File: src/rtl/timer_unit_pkg.sv
// timer_unit_pkg: shared FSM state type and TAC field constants for the timer
package timer_unit_pkg;
  typedef enum logic [1:0] {T_RUN, T_OVF, T_RLD} timer_state_t;
  localparam int TAC_ENABLE_BIT = 2;
  localparam int TAC_TAP_4K = 9;
  localparam int TAC_TAP_262K = 3;
  localparam int TAC_TAP_65K = 5;
  localparam int TAC_TAP_16K = 7;
endpackage

File: src/rtl/timer_tap_edge.sv
// timer_tap_edge: tap mux and falling-edge detector on post-write divider/TAC values; TIMER_DIV_GLITCH_EN lets
// write-induced edges count, otherwise edges in cycles with a DIV or TAC write are suppressed
module timer_tap_edge
  import timer_unit_pkg::*;
#(
  parameter int DIV_WIDTH = 16
) (
  input  logic                 clk,
  input  logic                 rst,
  input  logic [DIV_WIDTH-1:0] div_cnt,
  input  logic [2:0]           tac,
  input  logic                 wr,
  output logic                 tick_fall
);
  logic tap, tick_d, tick_q;
  logic unused_in;
  assign unused_in = ^{div_cnt, wr};
  always_comb begin
    tap = tac[1] ? (tac[0] ? div_cnt[TAC_TAP_16K] : div_cnt[TAC_TAP_65K])
                 : (tac[0] ? div_cnt[TAC_TAP_262K] : div_cnt[TAC_TAP_4K]);
    tick_d = tac[TAC_ENABLE_BIT] & tap;
`ifdef TIMER_DIV_GLITCH_EN
    tick_fall = tick_q & ~tick_d;
`else
    tick_fall = tick_q & ~tick_d & ~wr;
`endif
  end
  always_ff @(posedge clk) tick_q <= !rst ? 1'b0 : tick_d;
endmodule

File: src/rtl/timer_unit.sv
// timer_unit: DIV/TIMA/TMA/TAC timer with delayed TMA reload and one-cycle irq; TIMER_DIV_GLITCH_EN selects
// whether DIV/TAC writes can clock TIMA
module timer_unit
  import timer_unit_pkg::*;
#(
  parameter int DIV_WIDTH    = 16,
  parameter int RELOAD_DELAY = 4
) (
  input  logic       clk,
  input  logic       rst,
  input  logic       div_wr,
  input  logic       tima_wr,
  input  logic       tma_wr,
  input  logic       tac_wr,
  input  logic [7:0] wdata,
  output logic [7:0] div,
  output logic [7:0] tima,
  output logic [7:0] tma,
  output logic [7:0] tac,
  output logic       irq_timer
);
  localparam logic [3:0] RCNT_INIT = 4'(RELOAD_DELAY - 1);
  logic [DIV_WIDTH-1:0] div_cnt_d, div_cnt_q;
  logic [7:0] tima_d, tima_q, tma_d, tma_q;
  logic [2:0] tac_d, tac_q;
  logic [3:0] rcnt_d, rcnt_q;
  logic irq_d, irq_q, tick_fall;
  timer_state_t state_d, state_q;
  timer_tap_edge #(.DIV_WIDTH(DIV_WIDTH)) u_tap (
    .clk      (clk),
    .rst      (rst),
    .div_cnt  (div_cnt_d),
    .tac      (tac_d),
    .wr       (div_wr | tac_wr),
    .tick_fall(tick_fall)
  );
  always_comb begin
    div_cnt_d = div_wr ? '0 : div_cnt_q + DIV_WIDTH'(1);
    tma_d = tma_wr ? wdata : tma_q;
    tac_d = tac_wr ? wdata[2:0] : tac_q;
    tima_d = tima_q;
    rcnt_d = rcnt_q;
    state_d = state_q;
    irq_d = 1'b0;
    case (state_q)
      T_RUN: begin
        if (tima_wr) tima_d = wdata;
        else if (tick_fall && tima_q == 8'hFF) begin
          tima_d = 8'h00;
          rcnt_d = RCNT_INIT;
          state_d = T_OVF;
        end else if (tick_fall) tima_d = tima_q + 8'd1;
      end
      T_OVF: begin
        if (tima_wr) begin
          tima_d = wdata;
          state_d = T_RUN;
        end else if (rcnt_q == 4'd0) begin
          tima_d = tma_d;
          irq_d = 1'b1;
          state_d = T_RLD;
        end else rcnt_d = rcnt_q - 4'd1;
      end
      T_RLD: begin
        tima_d = tma_wr ? wdata : tima_q;
        state_d = T_RUN;
      end
      default: state_d = T_RUN;
    endcase
  end
  always_ff @(posedge clk) begin
    if (!rst) begin
      div_cnt_q <= '0;
      tima_q <= 8'h00;
      tma_q <= 8'h00;
      tac_q <= 3'b000;
      rcnt_q <= 4'd0;
      irq_q <= 1'b0;
      state_q <= T_RUN;
    end else begin
      div_cnt_q <= div_cnt_d;
      tima_q <= tima_d;
      tma_q <= tma_d;
      tac_q <= tac_d;
      rcnt_q <= rcnt_d;
      irq_q <= irq_d;
      state_q <= state_d;
    end
  end
  assign div = div_cnt_q[DIV_WIDTH-1 -: 8];
  assign tima = tima_q;
  assign tma = tma_q;
  assign tac = {5'b0, tac_q};
  assign irq_timer = irq_q;
endmodule
File: config.mk
export PLATFORM = sky130hd
export DESIGN_NAME = timer_unit
export DESIGN_NICKNAME = d
export VERILOG_FILES = /design/src/rtl/timer_unit_pkg.sv /design/src/rtl/timer_tap_edge.sv /design/src/rtl/timer_unit.sv
export SDC_FILE = /design/constraint.sdc
export NUM_CORES = 1
export LEC_CHECK = 0
export CAP_MARGIN = 15
export CELL_PAD_IN_SITES_DETAIL_PLACEMENT = 1
export CELL_PAD_IN_SITES_GLOBAL_PLACEMENT = 2
export CORE_MARGIN = 3
export CORE_UTILIZATION = 28
export DETAILED_ROUTE_END_ITERATION = 12
export GPL_ROUTABILITY_DRIVEN = 0
export PLACE_DENSITY_LB_ADDON = 0.15
export SLEW_MARGIN = 20
export SYNTH_ARGS = -nofsm -noshare
export SYNTH_HDL_FRONTEND = slang
export SYNTH_SLANG_ARGS = --single-unit
File: constraint.sdc
create_clock -name clk -period 2.5 [get_ports clk]
set_input_delay 0.5 -clock clk [delete_from_list [all_inputs] [get_ports clk]]
set_output_delay 0.5 -clock clk [all_outputs]
set_load 0.01 [all_outputs]
==> impl_metrics.ini, run 1 <==
[critical_path]
r2r_cells = 9
cp_top_family = compound AO/OA/AOI/OAI gates
worstSetupPathType = in2reg
reg2reg_to = tima[7]$_SDFFE_PN0P_
crit_arrival_ns = 2.48
slowest_delay_ns = 0.39
crit_fanout = 16
slowest_stage = a221oi_4
path_buf_inv = 3
setup.worst_path.end_class = flip-flop
crit_required_ns = 2.68
rr_startpoint = div_cnt_q[6]$_SDFF_PP0_
r2r_slack_ns = 0.22
start_kind = primary input
crit_chain = dlygate4sd2_1, mux2_2, nor4_1, o211ai_1, a221oi_4, buf_4, a211oi_2, buf_12, nand3_1, o22ai_1
critPathLaunch = tac_wr

[clocking]
post_cts_buffers = 0
cts_htree_levels = 2
path_clk_slew_ns = 0.09
cts_sinks = 43
cts_tree = built
cts_buffer_depth = 2
cts_root_buf = clkbuf_8
insertion_delay_ns = 0.30
cts_inserted_buffers = 5

[sta]
slew_viol_final = 0
setup_viol = 0
hold_viol = 0
setup_slack_ns = 0.200
fin_crit_ns = 2.30
skew_ns = 0.00856
fmax_mhz = 435
rsz0062_at_grt = false
timing.final.crit_share = 0.920

[grt]
grt_antenna_before_repair = 0
grt_max_degree = 18
overflow = 0
grt_pass1_vias = 2300
grt_pass1_wl_mm = 12.1
grt.total_usage = 0.149

[synth]
async_flop_share = 0
synth.top_cell.area_share = 0.335
syn_inst = 303
yosys_warnings = 0
synth_edf_count = 0
netlist.top_cell.by_area = dfxtp_1
synth_ff_type = dfxtp_1
synth_seq_cells = 43
syn_area_per_cell_sq_um = 8.49
synth_area_sq_um = 2570
yosysSeqAreaShare = 0.335
synthTopCellsByArea = dfxtp_1 (33%), nor2_1 (6.3%), xor2_1 (4.8%), buf_4 (4.4%), ha_1 (3.9%)
synth_commonest_cells = dfxtp_1 (43), nor2_1 (43), nand2_1 (24)
ys_types = 55

[floorplan]
dieHeight_um = 102
num_rows = 34
num_io_pins = 47
start_util = 0.292
die_area_sq_um = 10400
core_sq_um = 8810
chipWidth_um = 102

[pwr]
power_mw = 1.44
p_leak_nw = 1.29
peakVddDrop_v = 0.000183
cellPowerDensity_nw_per_um2 = 434

[final_layout]
area_growth_pct = 29.3
antenna_cells = 0
nets = 382
layout-drive-gt1-share = 0.188
stdcell_area_sq_um = 3320

[flow_run]
drv_cap = 0

[detailed_routing]
drt_wl_total_mm = 7.43
vias_per_cell = 5.03
first_iter_violations = 88
vias = 2359
antenna_left = 0
post_drt_wl_per_cell_um = 15.8
first_pass_iters = 7
remaining_drc_errors = 0

[min_path]
whs_path_depth = 1
min_from = div_cnt_q[0]$_SDFF_PP0_
min-delay-path-class = reg2reg
holdPathEnd = div_cnt_q[0]$_SDFF_PP0_

[placement]
place_ws_ns = -0.437
dp_hpwl_mm = 5.74
io_buffers = 41
placed_area_sq_um = 3230

[outcome]
status = finished clean
-- power breakdown --
part           switching (mW)  internal [mW]
Combinational           0.120          0.126
Clock                   0.274          0.200
Sequential             0.0168          0.706
-- area by class of cell --
| cell class | count | area, sq um |
|---|---|---|
| fillers | 1053 | 5480 |
| inverters | 11 | 41.3 |
| repair buffers | 76 | 686 |
| flip-flops and latches | 43 | 861 |
| clock inverters | 3 | 23.8 |
| well taps | 108 | 135 |
| multi-input cells | 223 | 1510 |
| clock buffers | 5 | 68.8 |
-- flip-flops by register name, indices dropped and copies added (netlist names) --
register / flops
tima: 8
rcnt_q: 4
u_tap.tick_q: 1
state_q: 2
div_cnt_q: 16
tma: 8
tac_q: 3
irq_timer: 1
-- layout by cell type (no fill, tap or decap), types with 3 or more instances in the layout --
master,Yosys,layout
a211oi_2,6,6
a21oi_1,12,12
a221o_1,5,5
a221oi_1,6,6
and2_1,3,3
and3_1,7,7
buf_4,15,34
clkbuf_8,0,5
clkdlybuf4s50_1,0,38
conb_1,1,5
dfxtp_1,43,43
ha_1,8,8
inv_1,11,11
mux2_2,6,6
mux2i_1,9,9
nand2_1,24,24
nand3_1,13,13
nor2_1,43,43
nor2b_1,3,3
o21ai_0,12,11
o22ai_1,4,4
or3_1,4,4
xnor2_1,3,3
xor2_1,14,14
-- cells by family (layout without fill, tap and decap cells) --
family          count (synthesis)  in the layout  share of synthesized area
compound gates                 66             66                      0.208
xor+xnor                       17             17                     0.0579
fa+ha+maj                       8              8                     0.0389
buf+inv                        41             95                     0.0852
flops                          43             43                      0.335
mux                            15             15                     0.0613
other cells                     1              5                    0.00146
simple gates                  112            112                      0.213
-- per-layer routing --
layer | share of wire | up-vias | global-route usage
met1 | 0.47 | 1139 | 0.192
met4 | 0.020 | 0 | 0.0474
met5 | 0 | - | 0
li1 | - | 1168 | -
met3 | 0.024 | 11 | 0.0259
met2 | 0.49 | 41 | 0.255
-- metrics by stage --
| stage | hold slack, ns | utilization | std cells | TNS (ns) |
|---|---|---|---|---|
| after global placement | 0.450 | 0.367 | 461 | -5.12 |
| after global routing | 0.507 | 0.378 | 469 | 0 |
| after floorplan | 0.436 | - | 307 | 0 |
| after detailed placement | 0.465 | 0.367 | 461 | -5.24 |
| after CTS | 0.487 | 0.377 | 469 | 0 |
| final | 0.485 | 0.378 | 469 | 0 |
-- timing repair --
action                                  CTS  global route
endpoints found under the setup margin   13            11
pin swaps                                 2             0
hold buffers                              0             0
gates cloned                              0             0
gates resized for setup                   3             2
-- worst max path at each step --
stage | to | slack [ns] | depth (start not counted)
floorplan | state_q[0]$_SDFFE_PN0P_ | 0.12 | 9
global placement | rcnt_q[2]$_SDFFE_PN0P_ | -0.43 | 8
detailed placement | tima[7]$_SDFFE_PN0P_ | -0.44 | 8
CTS | tima[7]$_SDFFE_PN0P_ | 0.04 | 10
global route | rcnt_q[3]$_SDFFE_PN0P_ | 0.04 | 9
finish | tima[7]$_SDFFE_PN0P_ | 0.20 | 10
(Power assumes the default switching activity.)
==> run 2: changes to the inputs <==
--- a/config.mk
+++ b/config.mk
@@ -5,7 +5,6 @@
 export SDC_FILE = /design/constraint.sdc
 export NUM_CORES = 1
 export LEC_CHECK = 0
-export CAP_MARGIN = 15
 export CELL_PAD_IN_SITES_DETAIL_PLACEMENT = 1
 export CELL_PAD_IN_SITES_GLOBAL_PLACEMENT = 2
 export CORE_MARGIN = 3
==> results of run 2 <==
The final DEF is identical to that of run 1; final timing and power are the same.
